**config.mk**
```make
export PLATFORM = sky130hd
export DESIGN_NAME = apb_mst_if_flat
export DESIGN_NICKNAME = d
export VERILOG_FILES = /design/src/rtl/apb_pkg.sv /design/src/rtl/apb_mst_if_if.sv /design/src/rtl/apb_tout_cnt.sv /design/src/rtl/apb_mst_if.sv /design/src/flat_wrapper.sv
export SDC_FILE = /design/constraint.sdc
export NUM_CORES = 1
export LEC_CHECK = 0
export CAP_MARGIN = 20
export CORE_MARGIN = 5
export CORE_UTILIZATION = 30
export DETAILED_ROUTE_END_ITERATION = 12
export PLACE_DENSITY = 0.6
export RECOVER_POWER = 100
export REMOVE_ABC_BUFFERS = 1
export SLEW_MARGIN = 20
export SYNTH_ARGS = -nofsm -noshare
export SYNTH_HDL_FRONTEND = slang
export SYNTH_SLANG_ARGS = --single-unit
```
**constraint.sdc**
```tcl
create_clock -name clk -period 3.55 [get_ports clk]
set_input_delay 0.71 -clock clk [delete_from_list [all_inputs] [get_ports clk]]
set_output_delay 0.71 -clock clk [all_outputs]
set_load 0.01 [all_outputs]
```
**src/rtl/apb_pkg.sv**
```systemverilog
// Shared APB definitions: FSM encoding, default widths and the timeout read code.
// Imported by the initiator, its timeout counter and the slave-side decoder.
package apb_pkg;

   localparam int unsigned APB_DATA_WIDTH = 32;
   localparam int unsigned APB_ADDR_WIDTH = 16;
   localparam logic [31:0] APB_TOUT_CODE  = 32'hDEADDEAD;

   typedef enum logic [1:0] {
      IDLE   = 2'd0,
      SETUP  = 2'd1,
      ACCESS = 2'd2,
      RESP   = 2'd3
   } apb_state_e;

   // Width needed to hold 0..max_cyc; never narrower than one bit.
   function automatic int unsigned cnt_width(input int unsigned max_cyc);
      return (max_cyc < 1) ? 1 : $clog2(max_cyc + 1);
   endfunction

endpackage

```
**src/rtl/apb_mst_if_if.sv**
```systemverilog
// Command/response channels plus the APB bus driven by the initiator.
// Handshakes: a transfer happens on a rising edge where valid && ready; valid never waits on ready.
interface apb_mst_if_if #(
   parameter int unsigned DATA_WIDTH = 32,
   parameter int unsigned ADDR_WIDTH = 16
);

   logic                  cmd_valid;
   logic                  cmd_ready;
   logic                  cmd_write;
   logic [ADDR_WIDTH-1:0] cmd_addr;
   logic [DATA_WIDTH-1:0] cmd_wdata;

   logic                  rsp_valid;
   logic                  rsp_ready;
   logic [DATA_WIDTH-1:0] rsp_rdata;
   logic                  rsp_err;

   logic                  psel_mi;
   logic                  penable_mi;
   logic                  pwrite_mi;
   logic [ADDR_WIDTH-1:0] paddr_mi;
   logic [DATA_WIDTH-1:0] pwdata_mi;
   logic [DATA_WIDTH-1:0] prdata_s;
   logic                  pready_s;

   modport master (
      input  cmd_valid, cmd_write, cmd_addr, cmd_wdata, rsp_ready, prdata_s, pready_s,
      output cmd_ready, rsp_valid, rsp_rdata, rsp_err,
      output psel_mi, penable_mi, pwrite_mi, paddr_mi, pwdata_mi
   );

   modport slave (
      output cmd_valid, cmd_write, cmd_addr, cmd_wdata, rsp_ready, prdata_s, pready_s,
      input  cmd_ready, rsp_valid, rsp_rdata, rsp_err,
      input  psel_mi, penable_mi, pwrite_mi, paddr_mi, pwdata_mi
   );

endinterface

```
**src/rtl/apb_tout_cnt.sv**
```systemverilog
// Saturating ACCESS-phase wait counter; hit_o flags the cycle whose increment reaches MAX_CYC.
// MAX_CYC = 0 disables hit_o entirely.
module apb_tout_cnt
   import apb_pkg::*;
#(
   parameter int unsigned MAX_CYC = 255
) (
   input  logic clk,
   input  logic rst_b,
   input  logic clr_i,
   input  logic en_i,
   output logic hit_o
);

   localparam int unsigned    W    = cnt_width(MAX_CYC);
   localparam logic [W-1:0]   SAT  = W'(MAX_CYC);
   localparam logic [W-1:0]   LAST = (MAX_CYC == 0) ? '0 : W'(MAX_CYC - 1);

   logic [W-1:0] cnt_q;

   always_ff @(posedge clk) begin
      if (!rst_b || clr_i) begin
         cnt_q <= '0;
      end else if (en_i && (cnt_q != SAT)) begin
         cnt_q <= cnt_q + 1'b1;
      end
   end

   assign hit_o = (MAX_CYC != 0) && en_i && (cnt_q == LAST);

endmodule

```
**src/rtl/apb_mst_if.sv**
```systemverilog
// APB initiator: turns one accepted command into a SETUP/ACCESS transfer and returns one response.
// All bus and response outputs come straight from registers.
module apb_mst_if
   import apb_pkg::*;
#(
   parameter int unsigned DATA_WIDTH  = APB_DATA_WIDTH,
   parameter int unsigned ADDR_WIDTH  = APB_ADDR_WIDTH,
   parameter int unsigned TIMEOUT_CYC = 255,
   parameter logic [31:0] TOUT_CODE   = APB_TOUT_CODE
) (
   input  logic         clk,
   input  logic         rst_b,
   apb_mst_if_if.master bus,
   output apb_state_e   state_o
);

   localparam logic [DATA_WIDTH-1:0] TOUT_DATA = DATA_WIDTH'(TOUT_CODE);

   apb_state_e            state_q, state_d;
   logic                  psel_q, psel_d;
   logic                  penable_q, penable_d;
   logic                  pwrite_q, pwrite_d;
   logic [ADDR_WIDTH-1:0] paddr_q, paddr_d;
   logic [DATA_WIDTH-1:0] pwdata_q, pwdata_d;
   logic [DATA_WIDTH-1:0] rdata_q, rdata_d;
   logic                  err_q, err_d;
   logic                  cnt_clr, cnt_en, cnt_hit;

   apb_tout_cnt #(
      .MAX_CYC (TIMEOUT_CYC)
   ) u_tout (
      .clk   (clk),
      .rst_b (rst_b),
      .clr_i (cnt_clr),
      .en_i  (cnt_en),
      .hit_o (cnt_hit)
   );

   always_comb begin
      state_d   = state_q;
      psel_d    = 1'b0;
      penable_d = 1'b0;
      pwrite_d  = pwrite_q;
      paddr_d   = paddr_q;
      pwdata_d  = pwdata_q;
      rdata_d   = rdata_q;
      err_d     = err_q;
      cnt_en    = 1'b0;
      cnt_clr   = 1'b0;
      unique case (state_q)
         IDLE: begin
            if (bus.cmd_valid) begin
               pwrite_d = bus.cmd_write;
               paddr_d  = bus.cmd_addr;
               pwdata_d = bus.cmd_wdata;
               psel_d   = 1'b1;
               state_d  = SETUP;
            end
         end
         SETUP: begin
            psel_d    = 1'b1;
            penable_d = 1'b1;
            state_d   = ACCESS;
         end
         ACCESS: begin
            cnt_en = !bus.pready_s;
            // pready is checked first so a ready slave beats a coincident timeout.
            if (bus.pready_s) begin
               rdata_d = pwrite_q ? '0 : bus.prdata_s;
               err_d   = 1'b0;
               state_d = RESP;
            end else if (cnt_hit) begin
               rdata_d = TOUT_DATA;
               err_d   = 1'b1;
               state_d = RESP;
            end else begin
               psel_d    = 1'b1;
               penable_d = 1'b1;
            end
         end
         RESP: begin
            if (bus.rsp_ready) begin
               cnt_clr = 1'b1;
               state_d = IDLE;
            end
         end
         default: state_d = IDLE;
      endcase
   end

   always_ff @(posedge clk) begin
      if (!rst_b) begin
         state_q   <= IDLE;
         psel_q    <= 1'b0;
         penable_q <= 1'b0;
         pwrite_q  <= 1'b0;
         paddr_q   <= '0;
         pwdata_q  <= '0;
         rdata_q   <= '0;
         err_q     <= 1'b0;
      end else begin
         state_q   <= state_d;
         psel_q    <= psel_d;
         penable_q <= penable_d;
         pwrite_q  <= pwrite_d;
         paddr_q   <= paddr_d;
         pwdata_q  <= pwdata_d;
         rdata_q   <= rdata_d;
         err_q     <= err_d;
      end
   end

   assign bus.cmd_ready  = (state_q == IDLE);
   assign bus.rsp_valid  = (state_q == RESP);
   assign bus.rsp_rdata  = rdata_q;
   assign bus.rsp_err    = err_q;
   assign bus.psel_mi    = psel_q;
   assign bus.penable_mi = penable_q;
   assign bus.pwrite_mi  = pwrite_q;
   assign bus.paddr_mi   = paddr_q;
   assign bus.pwdata_mi  = pwdata_q;
   assign state_o        = state_q;

endmodule

```
**src/flat_wrapper.sv**
```systemverilog
// flat-port wrapper written by rule: the top's interface ports become plain ports
module apb_mst_if_flat import apb_pkg::*;
#(
   parameter int unsigned DATA_WIDTH  = APB_DATA_WIDTH,
   parameter int unsigned ADDR_WIDTH  = APB_ADDR_WIDTH,
   parameter int unsigned TIMEOUT_CYC = 255,
   parameter logic [31:0] TOUT_CODE   = APB_TOUT_CODE
)
  (clk, rst_b, state_o, bus_cmd_valid, bus_cmd_write, bus_cmd_addr, bus_cmd_wdata, bus_rsp_ready, bus_prdata_s, bus_pready_s, bus_cmd_ready, bus_rsp_valid, bus_rsp_rdata, bus_rsp_err, bus_psel_mi, bus_penable_mi, bus_pwrite_mi, bus_paddr_mi, bus_pwdata_mi);
  apb_mst_if_if #(.DATA_WIDTH(DATA_WIDTH), .ADDR_WIDTH(ADDR_WIDTH)) bus_i ();
  input  logic clk;
  input  logic rst_b;
  output apb_state_e state_o;
  input wire logic [$bits(bus_i.cmd_valid)-1:0] bus_cmd_valid;
  input wire logic [$bits(bus_i.cmd_write)-1:0] bus_cmd_write;
  input wire logic [$bits(bus_i.cmd_addr)-1:0] bus_cmd_addr;
  input wire logic [$bits(bus_i.cmd_wdata)-1:0] bus_cmd_wdata;
  input wire logic [$bits(bus_i.rsp_ready)-1:0] bus_rsp_ready;
  input wire logic [$bits(bus_i.prdata_s)-1:0] bus_prdata_s;
  input wire logic [$bits(bus_i.pready_s)-1:0] bus_pready_s;
  output wire logic [$bits(bus_i.cmd_ready)-1:0] bus_cmd_ready;
  output wire logic [$bits(bus_i.rsp_valid)-1:0] bus_rsp_valid;
  output wire logic [$bits(bus_i.rsp_rdata)-1:0] bus_rsp_rdata;
  output wire logic [$bits(bus_i.rsp_err)-1:0] bus_rsp_err;
  output wire logic [$bits(bus_i.psel_mi)-1:0] bus_psel_mi;
  output wire logic [$bits(bus_i.penable_mi)-1:0] bus_penable_mi;
  output wire logic [$bits(bus_i.pwrite_mi)-1:0] bus_pwrite_mi;
  output wire logic [$bits(bus_i.paddr_mi)-1:0] bus_paddr_mi;
  output wire logic [$bits(bus_i.pwdata_mi)-1:0] bus_pwdata_mi;
  assign bus_i.cmd_valid = bus_cmd_valid;
  assign bus_i.cmd_write = bus_cmd_write;
  assign bus_i.cmd_addr = bus_cmd_addr;
  assign bus_i.cmd_wdata = bus_cmd_wdata;
  assign bus_i.rsp_ready = bus_rsp_ready;
  assign bus_i.prdata_s = bus_prdata_s;
  assign bus_i.pready_s = bus_pready_s;
  assign bus_cmd_ready = bus_i.cmd_ready;
  assign bus_rsp_valid = bus_i.rsp_valid;
  assign bus_rsp_rdata = bus_i.rsp_rdata;
  assign bus_rsp_err = bus_i.rsp_err;
  assign bus_psel_mi = bus_i.psel_mi;
  assign bus_penable_mi = bus_i.penable_mi;
  assign bus_pwrite_mi = bus_i.pwrite_mi;
  assign bus_paddr_mi = bus_i.paddr_mi;
  assign bus_pwdata_mi = bus_i.pwdata_mi;
  apb_mst_if #(.DATA_WIDTH(DATA_WIDTH), .ADDR_WIDTH(ADDR_WIDTH), .TIMEOUT_CYC(TIMEOUT_CYC), .TOUT_CODE(TOUT_CODE)) u_core (.clk(clk), .rst_b(rst_b), .bus(bus_i), .state_o(state_o));
endmodule
```
After elaboration in Yosys (flattened, before gate mapping)
Index checks and enable logic that the tools add are counted.
{ "classes": {"muxes": 18, "n_reduce_logical": 10, "addsub": 1, "n_eq_ne": 8} }
{ "ops": {"columns": ["operator", "n"], "rows": [
  ["$mux 32", 3],
  ["$add 8x1->8 const B", 1],
  ["$eq 8x8->1 const B", 1],
  ["$mux 1", 8],
  ["$mux 2", 4],
  ["$ne 8x8->1 const B", 1],
  ["$pmux 2 s4", 1],
  ["$eq 2x2->1 const B", 2],
  ["$ne 2x2->1 const B", 2],
  ["$reduce_and 2->1", 2],
  ["$ne 3x2->1 const B", 1],
  ["$pmux 1 s3", 1],
  ["$reduce_and 3->1", 1],
  ["$eq 2x1->1 const B", 1],
  ["$logic_and 1x1->1", 2],
  ["$logic_not 1->1", 2],
  ["$logic_not 2->1", 1],
  ["$pmux 1 s2", 1],
  ["$reduce_bool 2->1", 1],
  ["$logic_or 1x1->1", 1]
]} }
{ "totals": {"reg_bits": 94, "word_cells": 46, "output_inout_bits": 88} }

Depth between registers and ports, before layout
{ "depth": {"depth_word": 6, "depth_mapped": 8, "depth_no_buf": 6} }

Cells and area by module
From an unflattened synthesis, not the netlist that was laid out.
{ "hier_totals": {"hier_cells": 439, "area_unflattened_um2": 3921.3} }
{ "by_module_without_submodules": {"columns": ["mod", "area_each_um2", "n_inst", "cells_each"], "rows": [
  ["apb_mst_if", 3448.3, 1, 389],
  ["apb_tout_cnt", 473.0, 1, 50]
]} }

Worst setup path before layout
No wires, ideal clock.
{ "synth_timing": {"path_kind": "input-to-reg", "startpoint": "in rst_b", "endpoint": "reg u_core.rdata_q[10], in the netlist u_core.bus.rsp_rdata[10]", "slack_ns": 1.827, "required_ns": 3.490, "n_path_buf": 3, "setup_time_ns": 0.060, "path_stages": 4, "arrival_time_ns": 1.663, "cell_sequence": "clkbuf_1 -> clkbuf_1 -> clkbuf_1 -> o221a_1"} }
{ "synth_rtl": {"columns": ["item", "line", "source"], "rows": [
  ["from (decl)", "flat_wrapper.sv:12", "input logic rst_b;"],
  ["to (signal assigned)", "apb_mst_if.sv:108", "rdata_q <= rdata_d;"],
  ["to (decl)", "apb_mst_if.sv:25", "logic [DATA_WIDTH-1:0] rdata_q, rdata_d;"]
]} }
No word-level cell between the ends.

Worst setup path in the final report
{ "layout_timing": {"startpoint": "in bus_pready_s", "endpoint": "reg u_core.rdata_q[0], in the netlist u_core.bus.rsp_rdata[0]"} }
{ "layout_via": {"elab_chain_cells": 5, "elab_cells_between_ends": 6} }
{ "layout_lines": {"columns": ["item", "line", "source"], "rows": [
  ["from (decl)", "flat_wrapper.sv:20", "input wire logic [$bits(bus_i.pready_s)-1:0] bus_pready_s;"],
  ["$logic_not 1->1", "apb_mst_if.sv:66", "cnt_en = !bus.pready_s;"],
  ["$mux 1", "apb_mst_if.sv:50", "unique case (state_q)"],
  ["$logic_and 1x1->1", "apb_tout_cnt.sv:29", "assign hit_o = (MAX_CYC != 0) && en_i && (cnt_q == LAST);"],
  ["$reduce_bool 2->1 (no line)", null, null],
  ["$reduce_and 2->1 (no line)", null, null]
]} }
Several ways; a longest one is shown, not always the timed one.
A chain may end at the register's enable or synchronous reset.

==> impl_metrics.yaml <==
die:
  die_w_um: 122
  fp.coreArea_um2: 12500
  initial_core_util_pct: 30.2
  die_h_um: 122
  rows: 41
  dieArea_um2: 14900
  pin_count: 174
drt:
  avgRoutedWirePerCell_um: 14.6
  drt_iter0_markers: 89
  route.detailed.drc: 0
  ant_nets: 0
  drt-vias-per-instance: 4.55
  routed_wl_mm: 10.9
  drt_pass1_iterations: 4
  vias: 3402
clock_network:
  cts_resized: 0
  cts_sinks: 94
  clk-insertion-delay-late_ns: 0.34
  htree_levels: 3
  clockRootBuffer: "clkbuf_16"
  postCtsSetupRepairBufs: 0
  clk_pin_slew_ns: 0.06
  ctsLongestPathBuffers: 2
  cts_buffers: 9
  cts_hold_buf: 0
  tritoncts: "built"
hold_path:
  worstHoldPathCells: 2
  hp-class: "flip-flop to flip-flop"
sta:
  period_minus_slack_ns: 2.55
  fmax_mhz: 393
  holdWs_ns: 0.458
  setup_tns_ns: 0
  rsz0062_at_grt: "false"
  finalWorstSetupSlack_ns: 1.00
  worst_pin_slew_ns: 1.36
  setup-violations-final: 0
  fin_worst_skew_ns: 0.00786
  finalHoldViolations: 0
  slew_headroom_pct: 9.20
  slew_viol_final: 0
  finalCritPeriodShare_pct: 71.7
place:
  numPortBuffers: 173
  post_dp_cell_area_um2: 5610
  gp_congestion: 0.730
  hpwl_mm: 7.67
  placed_cells_incl_taps: 732
  place_ws_ns: 1.14
worst_setup_path:
  required_ns: 3.83
  critPathKind: "input port to flip-flop"
  ff2ff_setup_slack_ns: 1.07
  crit_path_start_kind: "input port"
  cp_max_fo: 32
  slowest_delay_ns: 1.08
  critPathSlowestCell: "o21a_1"
  crit_path_end_kind: "flip-flop"
  reg2regPathDepth: 4
  path_cells: "dlygate4sd3_1, o21a_1, o221a_2"
  path_depth: 3
  crit_family: "compound AO/OA/AOI/OAI gates"
  arrival_ns: 2.83
  cp_num_buf_inv: 1
logic_synthesis:
  yosysUniqueCellTypes: 31
  netlist_top_cells_area: "dfxtp_1 (50%), nand2_1 (13%), a21boi_0 (9.8%), o221a_1 (6.0%), nor2b_1 (4.2%)"
  synth_common_cells: "nand2_1 (127), dfxtp_1 (94), a21boi_0 (49), nor2b_1 (25), clkbuf_1 (23)"
  yosysTopAreaCellShare_pct: 50.0
  syn_inst: 412
  synthMostInstantiatedCell: "nand2_1"
  async_flop_share_pct: 0
  ys_seq_elements: 94
  syn_area_um2: 3760
  synth_enable_flop_cells: 0
  synth_area_leader_cell: "dfxtp_1"
  synth_warnings: 0
  avgSynthCellArea_um2: 9.13
  synthFlopType: "dfxtp_1"
  synth.yosys.seq_area_share_pct: 50.0
finish:
  stdcell_area_um2: 5890
  nets: 663
  final_layout_size_suffix_gt1_share_pct: 3.99
  final_cell_count_no_fill: 748
  post-route-util_pct: 47.3
  syn_to_final_growth_pct: 56.6
  antenna_cells: 0
global_route:
  grt_pass1_vias: 3489
  grt-ovfl-total: 0
  grt_max_degree: 89
  grtUsageTotal_pct: 14.7
  grt_pass1_wl_mm: 17.4
  antenna_found_initial: 0
power_and_ir_drop:
  vdd_ir_drop_max_uv: 258
  power.leakage_nw: 2.37
  p_total_mw: 3.34
  p_per_area_nw_per_um2: 566
job:
  cap_violations: 0
outcome:
  status: "completed"
[kinds of logic after synthesis]
group,Yosys count,synth area share (%)
muxes,10,2.66
AOI/OAI and AO/OA,90,20.0
buffers and inverters,34,4.26
DFF,94,50.0
adders and majority gates,6,2.00
xor gates and xnor gates,4,0.931
and+or+nand+nor,174,20.2
[worst paths after layout]
path / from / end
hold reg to reg: u_core.bus.pwdata_mi[0] / u_core.bus.pwdata_mi[0]
setup reg to reg: u_core.u_tout.cnt_q[4] / u_core.bus.rsp_rdata[0]
hold / removal: u_core.bus.pwdata_mi[0] / u_core.bus.pwdata_mi[0]
setup / recovery: bus_pready_s / u_core.bus.rsp_rdata[0]
[layer usage]
| metal | global-route usage, % | share of wire [%] | vias to the layer above |
|---|---|---|---|
| li1 | - | - | 1708 |
| met1 | 16.9 | 41 | 1584 |
| met2 | 24.6 | 50 | 90 |
| met3 | 4.55 | 6.4 | 20 |
| met4 | 7.42 | 3.1 | 0 |
| met5 | 0 | 0 | - |
[layout by cell type (no fill, tap or decap), types with 2 or more instances in the layout]
master,n
a211oi_1,5
a21boi_0,49
a21oi_1,8
buf_4,2
clkbuf_1,2
clkbuf_16,9
clkbuf_8,2
clkdlybuf4s50_1,82
dfxtp_1,94
dlygate4sd3_1,90
ha_1,6
inv_1,5
mux2i_1,10
nand2_1,127
nand2b_1,2
nand4_1,3
nor2_1,8
nor2b_1,25
nor3_1,2
o21ai_0,2
o221a_1,20
o221a_2,2
xnor2_1,4
[worst register-to-register path, stage by stage, from the launching register on]
cell and delay [ns]:
dfxtp_1 0.40, and4_1 0.34, and4_4 0.29, o21a_1 1.03, o221a_2 0.37
[where the power goes]
| group | internal (mW) | switching, mW | leakage (nW) |
|---|---|---|---|
| combinational | 0.501 | 0.541 | 1.46 |
| clock | 0.584 | 0.391 | 0.146 |
| sequential | 1.23 | 0.0904 | 0.767 |
[sequential cells by signal, indices dropped and copies added (netlist names), 2 cells and up]
register              count
u_core.bus.paddr_mi      16
u_core.bus.pwdata_mi     32
u_core.bus.rsp_rdata     32
u_core.state_o            2
u_core.u_tout.cnt_q       8
[area by class of cell]
type | count | area, um2
clock buffer | 13 | 260
clock inverter | 3 | 42.5
fill | 1226 | 6570
inverter | 5 | 18.8
multi-input combinational | 284 | 1710
sequential | 94 | 1880
tap | 172 | 215
timing repair buffer | 177 | 1770
No activity file was read; power rests on OpenSTA's default activity.
